[config.mk]
export PLATFORM = sky130hd
export DESIGN_NAME = parking_lane_arbiter_flat
export DESIGN_NICKNAME = d
export VERILOG_FILES = /design/src/rtl/parking_lane_arbiter_if.sv /design/src/rtl/parking_lane_arbiter.sv /design/src/flat_wrapper.sv
export SDC_FILE = /design/constraint.sdc
export NUM_CORES = 1
export LEC_CHECK = 0
export CAP_MARGIN = 25
export CORE_MARGIN = 2
export CORE_UTILIZATION = 40
export CTS_CLUSTER_SIZE = 8
export DETAILED_ROUTE_END_ITERATION = 8
export GPL_ROUTABILITY_DRIVEN = 0
export GPL_TIMING_DRIVEN = 0
export PLACE_DENSITY = 0.7
export SLEW_MARGIN = 0
export SYNTH_ARGS = -nofsm -noshare
export SYNTH_HDL_FRONTEND = slang
export SYNTH_SLANG_ARGS = --single-unit
[constraint.sdc]
create_clock -name clk -period 3.7 [get_ports clk]
set_input_delay 0.555 -clock clk [delete_from_list [all_inputs] [get_ports clk]]
set_output_delay 0.555 -clock clk [all_outputs]
set_load 0.01 [all_outputs]
[src/rtl/parking_lane_arbiter_if.sv]
// rtl/parking_lane_arbiter_if.sv - lane sensors/keypads and gate/alarm signals of the entry arbiter
interface parking_lane_arbiter_if;
  logic [1:0]  arrival;
  logic [15:0] code0;
  logic [15:0] code1;
  logic [1:0]  code_ack;
  logic        vehicle_left;
  logic [1:0]  grant;
  logic        gate_open;
  logic        pin_error;
  logic        lock_alarm;
  logic        block_alarm;

  modport master (
    output arrival, code0, code1, code_ack, vehicle_left,
    input  grant, gate_open, pin_error, lock_alarm, block_alarm
  );

  modport slave (
    input  arrival, code0, code1, code_ack, vehicle_left,
    output grant, gate_open, pin_error, lock_alarm, block_alarm
  );
endinterface

[src/rtl/parking_lane_arbiter.sv]
// rtl/parking_lane_arbiter.sv - round-robin two-lane entry arbiter with shared PIN check and gate
module parking_lane_arbiter #(
  parameter logic [15:0] PASSWORD     = 16'h5990,
  parameter int          MAX_TRIES    = 3,
  parameter int          GATE_TIMEOUT = 32
) (
  input logic                  clk,
  input logic                  rst,
  parking_lane_arbiter_if.slave bus
);

  localparam int TW = $clog2(GATE_TIMEOUT + 1);
  localparam logic [3:0]    TRIES_LIMIT = 4'(MAX_TRIES);
  localparam logic [TW-1:0] TMR_LAST    = TW'(GATE_TIMEOUT - 1);

  typedef enum logic [2:0] {
    IDLE   = 3'd0,
    SERVE  = 3'd1,
    OPEN   = 3'd2,
    LOCKED = 3'd3,
    BLOCK  = 3'd4
  } state_t;

  state_t        state;
  logic [3:0]    attempts;
  logic [TW-1:0] tmr;
  logic          last_lane;
  logic          sel;
  logic [1:0]    ack_prev;
  logic          vl_prev;

  logic [1:0]    grant_q;
  logic          gate_q;
  logic          pin_q;
  logic          lock_q;
  logic          block_q;

  logic [1:0]    ack_rise;
  logic          vl_rise;
  logic          sel_ack;
  logic          sel_arrival;
  logic [15:0]   sel_code;
  logic          pick;

  always_comb begin
    ack_rise    = bus.code_ack & ~ack_prev;
    vl_rise     = bus.vehicle_left & ~vl_prev;
    sel_ack     = sel ? ack_rise[1] : ack_rise[0];
    sel_arrival = sel ? bus.arrival[1] : bus.arrival[0];
    sel_code    = sel ? bus.code1 : bus.code0;
    // With both lanes waiting, serve the one that did not go last.
    pick        = (bus.arrival == 2'b11) ? ~last_lane : bus.arrival[1];
  end

  always_ff @(posedge clk or negedge rst) begin
    if (!rst) begin
      state     <= IDLE;
      attempts  <= 4'd0;
      tmr       <= '0;
      last_lane <= 1'b1;
      sel       <= 1'b0;
      ack_prev  <= 2'b00;
      vl_prev   <= 1'b1;
      grant_q   <= 2'b00;
      gate_q    <= 1'b0;
      pin_q     <= 1'b0;
      lock_q    <= 1'b0;
      block_q   <= 1'b0;
    end else begin
      ack_prev <= bus.code_ack;
      vl_prev  <= bus.vehicle_left;
      pin_q    <= 1'b0;
      case (state)
        IDLE: begin
          if (|bus.arrival) begin
            sel       <= pick;
            last_lane <= pick;
            grant_q   <= pick ? 2'b10 : 2'b01;
            attempts  <= 4'd0;
            state     <= SERVE;
          end
        end
        SERVE: begin
          // An ack edge wins over a same-cycle arrival drop; the drop is seen next cycle.
          if (sel_ack) begin
            if (sel_code == PASSWORD) begin
              attempts <= 4'd0;
              tmr      <= '0;
              gate_q   <= 1'b1;
              state    <= OPEN;
            end else begin
              pin_q    <= 1'b1;
              attempts <= attempts + 4'd1;
              if (attempts + 4'd1 == TRIES_LIMIT) begin
                lock_q <= 1'b1;
                state  <= LOCKED;
              end
            end
          end else if (!sel_arrival) begin
            attempts <= 4'd0;
            grant_q  <= 2'b00;
            state    <= IDLE;
          end
        end
        OPEN: begin
          if (vl_rise) begin
            gate_q <= 1'b0;
            if (sel_arrival) begin
              block_q <= 1'b1;
              state   <= BLOCK;
            end else begin
              grant_q  <= 2'b00;
              attempts <= 4'd0;
              state    <= IDLE;
            end
          end else if (tmr == TMR_LAST) begin
            gate_q   <= 1'b0;
            grant_q  <= 2'b00;
            attempts <= 4'd0;
            state    <= IDLE;
          end else begin
            tmr <= tmr + TW'(1);
          end
        end
        LOCKED: ;
        BLOCK:  ;
        default: state <= IDLE;
      endcase
    end
  end

  assign bus.grant       = grant_q;
  assign bus.gate_open   = gate_q;
  assign bus.pin_error   = pin_q;
  assign bus.lock_alarm  = lock_q;
  assign bus.block_alarm = block_q;

endmodule

[src/flat_wrapper.sv]
// flat-port wrapper written by rule: the top's interface ports become plain ports
module parking_lane_arbiter_flat 
#(
  parameter logic [15:0] PASSWORD     = 16'h5990,
  parameter int          MAX_TRIES    = 3,
  parameter int          GATE_TIMEOUT = 32
)
  (clk, rst, bus_arrival, bus_code0, bus_code1, bus_code_ack, bus_vehicle_left, bus_grant, bus_gate_open, bus_pin_error, bus_lock_alarm, bus_block_alarm);
  parking_lane_arbiter_if bus_i ();
  input logic clk;
  input logic rst;
  input wire logic [$bits(bus_i.arrival)-1:0] bus_arrival;
  input wire logic [$bits(bus_i.code0)-1:0] bus_code0;
  input wire logic [$bits(bus_i.code1)-1:0] bus_code1;
  input wire logic [$bits(bus_i.code_ack)-1:0] bus_code_ack;
  input wire logic [$bits(bus_i.vehicle_left)-1:0] bus_vehicle_left;
  output wire logic [$bits(bus_i.grant)-1:0] bus_grant;
  output wire logic [$bits(bus_i.gate_open)-1:0] bus_gate_open;
  output wire logic [$bits(bus_i.pin_error)-1:0] bus_pin_error;
  output wire logic [$bits(bus_i.lock_alarm)-1:0] bus_lock_alarm;
  output wire logic [$bits(bus_i.block_alarm)-1:0] bus_block_alarm;
  assign bus_i.arrival = bus_arrival;
  assign bus_i.code0 = bus_code0;
  assign bus_i.code1 = bus_code1;
  assign bus_i.code_ack = bus_code_ack;
  assign bus_i.vehicle_left = bus_vehicle_left;
  assign bus_grant = bus_i.grant;
  assign bus_gate_open = bus_i.gate_open;
  assign bus_pin_error = bus_i.pin_error;
  assign bus_lock_alarm = bus_i.lock_alarm;
  assign bus_block_alarm = bus_i.block_alarm;
  parking_lane_arbiter #(.PASSWORD(PASSWORD), .MAX_TRIES(MAX_TRIES), .GATE_TIMEOUT(GATE_TIMEOUT)) u_core (.clk(clk), .rst(rst), .bus(bus_i));
endmodule
* Word level (Yosys, flattened, before mapping)
Index checks and enable logic that the tools add are counted.
** Operators by class
- Reductions and logical operators :: 13
- Bitwise operators :: 7
- Order comparisons :: 0
- $add $sub $neg :: 2
- Shift operators :: 0
- Eq/ne operators :: 17
- Multipliers :: 0
- Mux-type cells :: 40
- Divide/modulo/power cells :: 0
** Operators by type and width (number)
- $mux 3 :: 8
- $mux 4 :: 6
- $mux 6 :: 4
- $eq 16x15->1 const B :: 1
- $mux 16 :: 1
- $mux 2 :: 6
- $pmux 3 s4 :: 1
- $pmux 4 s3 :: 1
- $pmux 6 s2 :: 1
- $reduce_and 4->1 :: 3
- $mux 1 :: 10
- $reduce_and 5->1 :: 2
- $add 6x1->6 const B :: 1
- $eq 3x2->1 const B :: 2
- $eq 6x5->1 const B :: 1
- $ne 2x1->1 const B :: 3
- $ne 2x2->1 const B :: 3
- $pmux 2 s3 :: 1
- $reduce_and 3->1 :: 2
- $add 4x1->4 const B :: 1
- $eq 4x2->1 const B :: 1
- $ne 4x4->1 const B :: 1
- $not 1->1 :: 4
- $reduce_or 2->1 :: 2
- 13 further kinds :: 13
** Word-level totals
- Bits in writable memories :: 0
- Bits of input ports :: 39
- Output and inout port bits :: 6
- Word-level logic and storage cells :: 91
- Memories :: 0
- Bits in latches :: 0
- ROM bits :: 0
- Register bits :: 24

* Depth between registers and ports, before layout
- Word-level depth :: 6
- Gate-level depth with buffers :: 7
- Depth with buffers taken out :: 6

* Worst setup path before layout
OpenSTA, ideal clock, no wires.
- Path kind :: input-to-reg
- From :: input bus_code1[9]
- To :: register u_core.state[0]
- Setup time :: 126 ps
- Cell stages on the path :: 6
- Data arrival time :: 1642 ps
- Slack :: 1932 ps
- Data required time :: 3574 ps
- Path buffers :: 0
- Path through :: nor4bb_1 -> nand4_1 -> o22a_2 -> nand2_2 -> inv_2 -> o32a_1
** On the way
- Longest elaborated chain between the ends :: 5
** RTL lines
- from (decl) :: RTL line flat_wrapper.sv:14 : input wire logic [$bits(bus_i.code1)-1:0] bus_code1;
- $mux 16 (*) :: RTL line parking_lane_arbiter.sv:50 : sel_code = sel ? bus.code1 : bus.code0;
- $eq 16x15->1 (*) :: RTL line parking_lane_arbiter.sv:86 : if (sel_code == PASSWORD) begin
- $mux 3 :: RTL line parking_lane_arbiter.sv:86
- $mux 3 :: RTL line parking_lane_arbiter.sv:85 : if (sel_ack) begin
- $pmux 3 s4 :: RTL line parking_lane_arbiter.sv:73 : case (state)
- to (signal assigned) :: RTL line parking_lane_arbiter.sv:80 : state <= SERVE;
- to (signal assigned) :: RTL line parking_lane_arbiter.sv:90 : state <= OPEN;
- to (signal assigned) :: RTL line parking_lane_arbiter.sv:96 : state <= LOCKED;
- to (decl) :: RTL line parking_lane_arbiter.sv:24 : state_t state;
Every way passes the cells marked *; elsewhere a longest branch is shown, timed or not.
A chain may end at the register's enable or synchronous reset.

* Worst setup path in the final report
- From :: input bus_code0[11]
- To :: register u_core.state[0]
** On the way
- Longest elaborated chain between the ends :: 5
** RTL lines
- from (decl) :: RTL line flat_wrapper.sv:13 : input wire logic [$bits(bus_i.code0)-1:0] bus_code0;
- $mux 16 (*) :: RTL line parking_lane_arbiter.sv:50
- $eq 16x15->1 (*) :: RTL line parking_lane_arbiter.sv:86
- $mux 3 :: RTL line parking_lane_arbiter.sv:86
- $mux 3 :: RTL line parking_lane_arbiter.sv:85
- $pmux 3 s4 :: RTL line parking_lane_arbiter.sv:73
Marks and branches as above.

==> results.ini <==
[worst_setup_path]
end_kind = flip-flop
required_ps = 3920
crit_type = in -> reg
path_cells = clkdlybuf4s50_1, nor4bb_1, nand4_1, o22a_2, nand2_2, inv_2, o32a_1
crit_arrival_ps = 2280
critPathLaunchType = input pin
crit_path_max_incr_delay_ps = 450
slowest_stage = clkdlybuf4s50_1
crit_fanout = 6

[cts]
clkTransAtPathRegs_ps = 130
cts_buffer_depth = 2
cts_inserted_buffers = 3
cts_tree = yes
hold_buffers = 0
cts.repair.resized = 0
clk_latency_ps = 310
postCtsSetupRepairBufs = 0
numClockSinks = 24
cts.htree.levels = 1
clock-root-buffer = clkbuf_4

[floorplan]
die_x_um = 63.0
num_io_pins = 45
core_area_mm2 = 0.00334
row_count = 21
fp.dieH_um = 63.0
dieArea_mm2 = 0.00397
start_util_pct = 41.7

[drt]
vias = 1250
drt_first_iter_violations = 25
antenna_left = 0
totalWireLength_um = 3240
viasPerCell = 5.32
post_drt_wl_per_cell_um = 13.8
drc = 0
firstDrtPassIters = 4

[layout]
insertedDiodeCount = 0
final_nets = 232
drive_gt1_share_pct = 11.1
syn_to_final_growth_pct = 39.6

[global_routing]
grt_pass1_wl_um = 5660
grt_pass1_vias = 1243
grt_usage_pct = 17.7
grt_antenna_before_repair = 0
grt_max_degree = 17
overflow = 0

[synthesis]
syn_area_mm2 = 0.00139
ys_seq_elements = 24
seq_area_frac_synth_pct = 43.3
synth_simple_gate_area_share_pct = 25.4
postSynthAreaPerCell_um2 = 9.95
async_flop_share_pct = 100
syn-instance-count = 140
synthMuxAreaShare_pct = 3.23
synthFlopType = dfrtp_1
synth-xor-area-share_pct = 1.89
synth_fa_ha_area_share_pct = 2.70
yosysMostFrequentCell = dfrtp_1
synth_top_family_by_area = simple AND/OR/NAND/NOR gates
ys_warn_count = 0
synth.area.top_cells = dfrtp_1 (40%), nor2_1 (5.1%), dfstp_2 (3.8%), nand2_1 (3.0%), ha_1 (2.7%)
yosys-top-cells-count = dfrtp_1 (22), nor2_1 (19), nand2_1 (11)
synth_top_cell_by_area = dfrtp_1
synth_top_area_share_pct = 39.5
synth_compound_area_share_pct = 20.8
syn_nets = 182
yosys.cell_types.count = 51
synth_edf_count = 0

[power]
pwr-share-seq_pct = 40.2
net-switching-power_mw = 0.376
p_per_area_mw_per_mm2 = 516
p_int_mw = 0.628
ir_drop_v = 0.000256
power.leakage_nw = 0.794
total_power_mw = 1.00
combPwrFrac_pct = 47.7
switching_share_pct = 37.4
clkPwrFrac_pct = 12.1

[timing]
setup_viol = 0
slew_headroom_pct = 66.1
finalCritPeriodShare_pct = 55.7
grt_setup_unrepaired = false
worst_pin_slew_ps = 507
drv_slew = 0
clock_skew_ps = 3.09
hold_viol = 0
fin_crit_ps = 2060
fmax_mhz = 486
fin_tns_setup_ps = 0

[min_path]
hold_class = reg -> reg

[status]
status = complete, no violations

[run]
max_cap_viol_count = 0

[placed_design]
port_buffers = 44
hpwl_um = 2560

==> worst max-delay path, delay by kind of cell <==
family	cells	cell delay, ps
AOI/OAI and AO/OA	2	600
buffers and inverters	2	520
and+or+nand+nor	3	610
==> logic make-up (layout without fill, tap and decap cells) <==
logic type	Yosys count	in the layout
AOI/OAI and AO/OA	37	37
xor gates and xnor gates	3	3
adders and majority gates	3	3
buffers and inverters	7	56
DFF	24	24
muxes	4	4
and+or+nand+nor	62	62
==> through the flow <==
stage               cell area [µm²]  setup slack [ps]  std cells  util, %  hold WS (ps)
CTS                            1940              1630        235     58.3           480
global route                   1940              1540        235     58.3           508
finish                         1940              1640        235     58.3           474
detailed placement             1920              1300        231     57.5           449
floorplan                      1390              1930        140        -           259
global placement               1890              1310        230     56.7           442
==> layout make-up <==
type	count	area [µm²]
buffer	3	22.5
clock buffer	4	26.3
fill	306	1390
inverter	4	15.0
multi-input combinational	109	752
sequential	24	603
tap	46	57.6
timing repair buffer	45	468
==> flip-flops by register name, summed over array words and instances, names as in the netlist, 2 cells and up <==
register and flops:
u_core.attempts 4, u_core.ack_prev 2, u_core.bus.grant 2, u_core.tmr 6, u_core.state 3
==> power groups by stage <==
| stage | clock network (mW) | registers (mW) | logic, mW |
|---|---|---|---|
| 2_1_floorplan | 0 | 0.405 | 0.315 |
| 3_3_place_gp | 0 | 0.403 | 0.467 |
| 3_5_place_dp | 0 | 0.407 | 0.481 |
| 4_1_cts | 0.128 | 0.402 | 0.484 |
| 5_1_grt | 0.138 | 0.414 | 0.530 |
| 6_report | 0.121 | 0.403 | 0.479 |
==> layout by cell type (no fill, tap or decap), types with 2 or more instances in the layout <==
cell,count
ha_1,3
o32a_1,2
a21o_1,2
mux2i_1,3
dfstp_2,2
clkdlybuf4s50_1,44
o21ai_0,7
clkbuf_1,2
nand2_1,11
clkbuf_4,3
nand3b_1,2
nand4_1,4
nor2_1,19
nor4bb_1,3
nand3_1,5
a21oi_1,7
and2_1,2
nand2b_1,2
a21boi_0,2
inv_1,3
xor2_1,3
dfrtp_1,22
nor3_1,2
nor2b_1,4
==> metal layers <==
metal  wire length, µm  up-vias  GRT usage [%]
met5                 0        -              0
met4                19        0           6.11
met3               320        2           5.41
met2              1470       50           29.7
met1              1440      584           21.6
li1                  -      614              -
==> final timing paths <==
path                                           to  slack [ps]  cells after the start              startpoint
min reg2reg                u_core.bus.block_alarm         470                      1  u_core.bus.block_alarm
max                               u_core.state[0]        1640                      7           bus_code0[11]
min in group asynchronous              u_core.sel         550                      1                     rst
max in group asynchronous   u_core.bus.lock_alarm        2700                      2                     rst
max reg2reg                         u_core.tmr[3]        1740                      6           u_core.tmr[0]
min                        u_core.bus.block_alarm         470                      1  u_core.bus.block_alarm
Note: power is estimated with default switching activity, not from simulation.
==> RTL edit, RTL diff (config.mk and constraints unchanged) <==
The 5 states of `state_t` get a one-hot encoding in 5 bits.
--- a/src/rtl/parking_lane_arbiter.sv
+++ b/src/rtl/parking_lane_arbiter.sv
@@ -13,12 +13,12 @@
   localparam logic [3:0]    TRIES_LIMIT = 4'(MAX_TRIES);
   localparam logic [TW-1:0] TMR_LAST    = TW'(GATE_TIMEOUT - 1);
 
-  typedef enum logic [2:0] {
-    IDLE   = 3'd0,
-    SERVE  = 3'd1,
-    OPEN   = 3'd2,
-    LOCKED = 3'd3,
-    BLOCK  = 3'd4
+  typedef enum logic [4:0] {
+    IDLE   = 5'b00001,
+    SERVE  = 5'b00010,
+    OPEN   = 5'b00100,
+    LOCKED = 5'b01000,
+    BLOCK  = 5'b10000
   } state_t;
 
   state_t        state;
Function: no difference found for any inputs over 10 cycles, from zero or initial values and one cycle with rst low; not proved beyond that.
==> RTL edit against the original RTL <==
- worst hold slack gained 7.1 ps
- sequential cell count grew 2
- area after synthesis grew 5.8%
- worst setup slack lost 28 ps
- routed wire length grew 7.9%
- total power shrank 17%
- design area grew 5.2%
- critical endpoint is now u_core.attempts[0]
- sequential share of layout area grew 0.97 points
==> RTL edit: results (changes against the original RTL) <==
metric,value,unit,change
outcome,"finished, final reports clean",,
global-route wire length before repair,5860,um,+3.5%
adder-cell share of the synthesized area,2.55,%,-0.15 points
met3 routed wirelength,107,um,-67%
Post-CTS Setup Repair Bufs,0,,unchanged
Yosys cell types,53,,+3.9%
Syn. warnings,0,,unchanged
register area share after synthesis,44.4,%,+1.1 points
Slew HR,63.0,%,-3.1 points
NonClk Buf Share,22.9,%,-2.4 points
Fin Clk Skew,9.72,ps,+6.64 ps
iteration-0 DRC count of the detailed router,70,,+180%
complex-gate fraction of the synthesized area,21.3,%,+0.57 points
Filler cells,321,,+4.9%
Leakage,0.876,nW,+10%
Setup WS pre-CTS,1300,ps,+3.81 ps
met2 wire length,1740,um,+19%
Post-synth top cells,"dfrtp_1, o21ai_0, inv_1, nand2_1, nor2_1",,
Max Clk Rate,0.479,GHz,-1.3%
Mapped Nets,186,,+2.2%
M3 GR Usage,2.43,%,-3.0 points
multi-input logic area,785,um^2,+4.3%
"Avg Cell Area, Syn",10.2,um^2,+2.8%
Worst-path clk slew,90,ps,-40 ps
Crit Path Max Fanout,5,,-1
post-synthesis mux area share,2.46,%,-0.77 points
hold path startpoint,u_core.bus.block_alarm,,
fin cells,241,,+2.6%
Non-clock buffers,45,,-6.3%
DP HPWL,2850,um,+11%
Reg2Reg Depth,6,,unchanged
Skew-Pair Late Insertion Delay,280,ps,-30 ps
Post-Synth XOR/XNOR Area,0.595,%,-1.3 points
synthesized area,1470,um^2,+5.8%
multi-input logic portion of the cell area,38.3,%,-0.33 points
minimum hold slack,481,ps,+7.14 ps
Seq cells,26,,+8.3%
clock network area share,2.20,%,+0.85 points
pin count of the biggest net entering global routing,18,,+1
post-place instance area,2000,um^2,+4.3%
share of layout cells above drive strength 1,10.9,%,-0.23 points
peak supply drop,160,uV,-38%
Inverters excl. clock,9,,+5
register-to-register setup slack,1810,ps,+70 ps
vias in the first global route,1285,,+3.4%
met1 WL,1600,um,+11%
Worst EP arrival,2260,ps,-20 ps
vias per cell,5.45,,+2.5%
sequential share of cell area,32.0,%,+0.97 points
M2 GR Usage,31.3,%,+1.6 points
Largest regs,"u_core.tmr (6), u_core.state (5), u_core.attempts (4)",,
drt total wl,3500,um,+7.9%
clock root cell,clkbuf_8,,
Worst R2R End,u_core.attempts[0],,
==> RTL edit: cell count changes in the layout (fill, tap and decap cells not counted), moves of 4 or more <==
cell	before	now
nor2_1	19	8
inv_1	3	8
a31oi_1	0	5
a21oi_1	7	3
nor3_1	2	6
==> RTL edit: cells by family (layout without fill, tap and decap cells) <==
kind of cell	Yosys count	count (layout)
buffers and inverters	9	58
adder cells (fa/ha/maj)	3	3
AO/OA/AOI/OAI	41	41
XOR/XNOR	1	1
flip-flops	26	26
multiplexers	3	3
AND/OR/NAND/NOR	61	61
==> RTL edit: critical path: stages <==
cell	delay (ps)
clkdlybuf4s50_1	440
nor4bb_1	350
nand4_1	150
o22a_1	280
nand2_2	140
inv_1	70
mux2_4	260
==> RTL edit: power breakdown <==
| group | switching [mW] | internal [mW] |
|---|---|---|
| Clock | 0.0889 | 0.0772 |
| Combinational | 0.132 | 0.152 |
| Sequential | 0.0469 | 0.336 |
| Total | 0.268 | 0.565 |
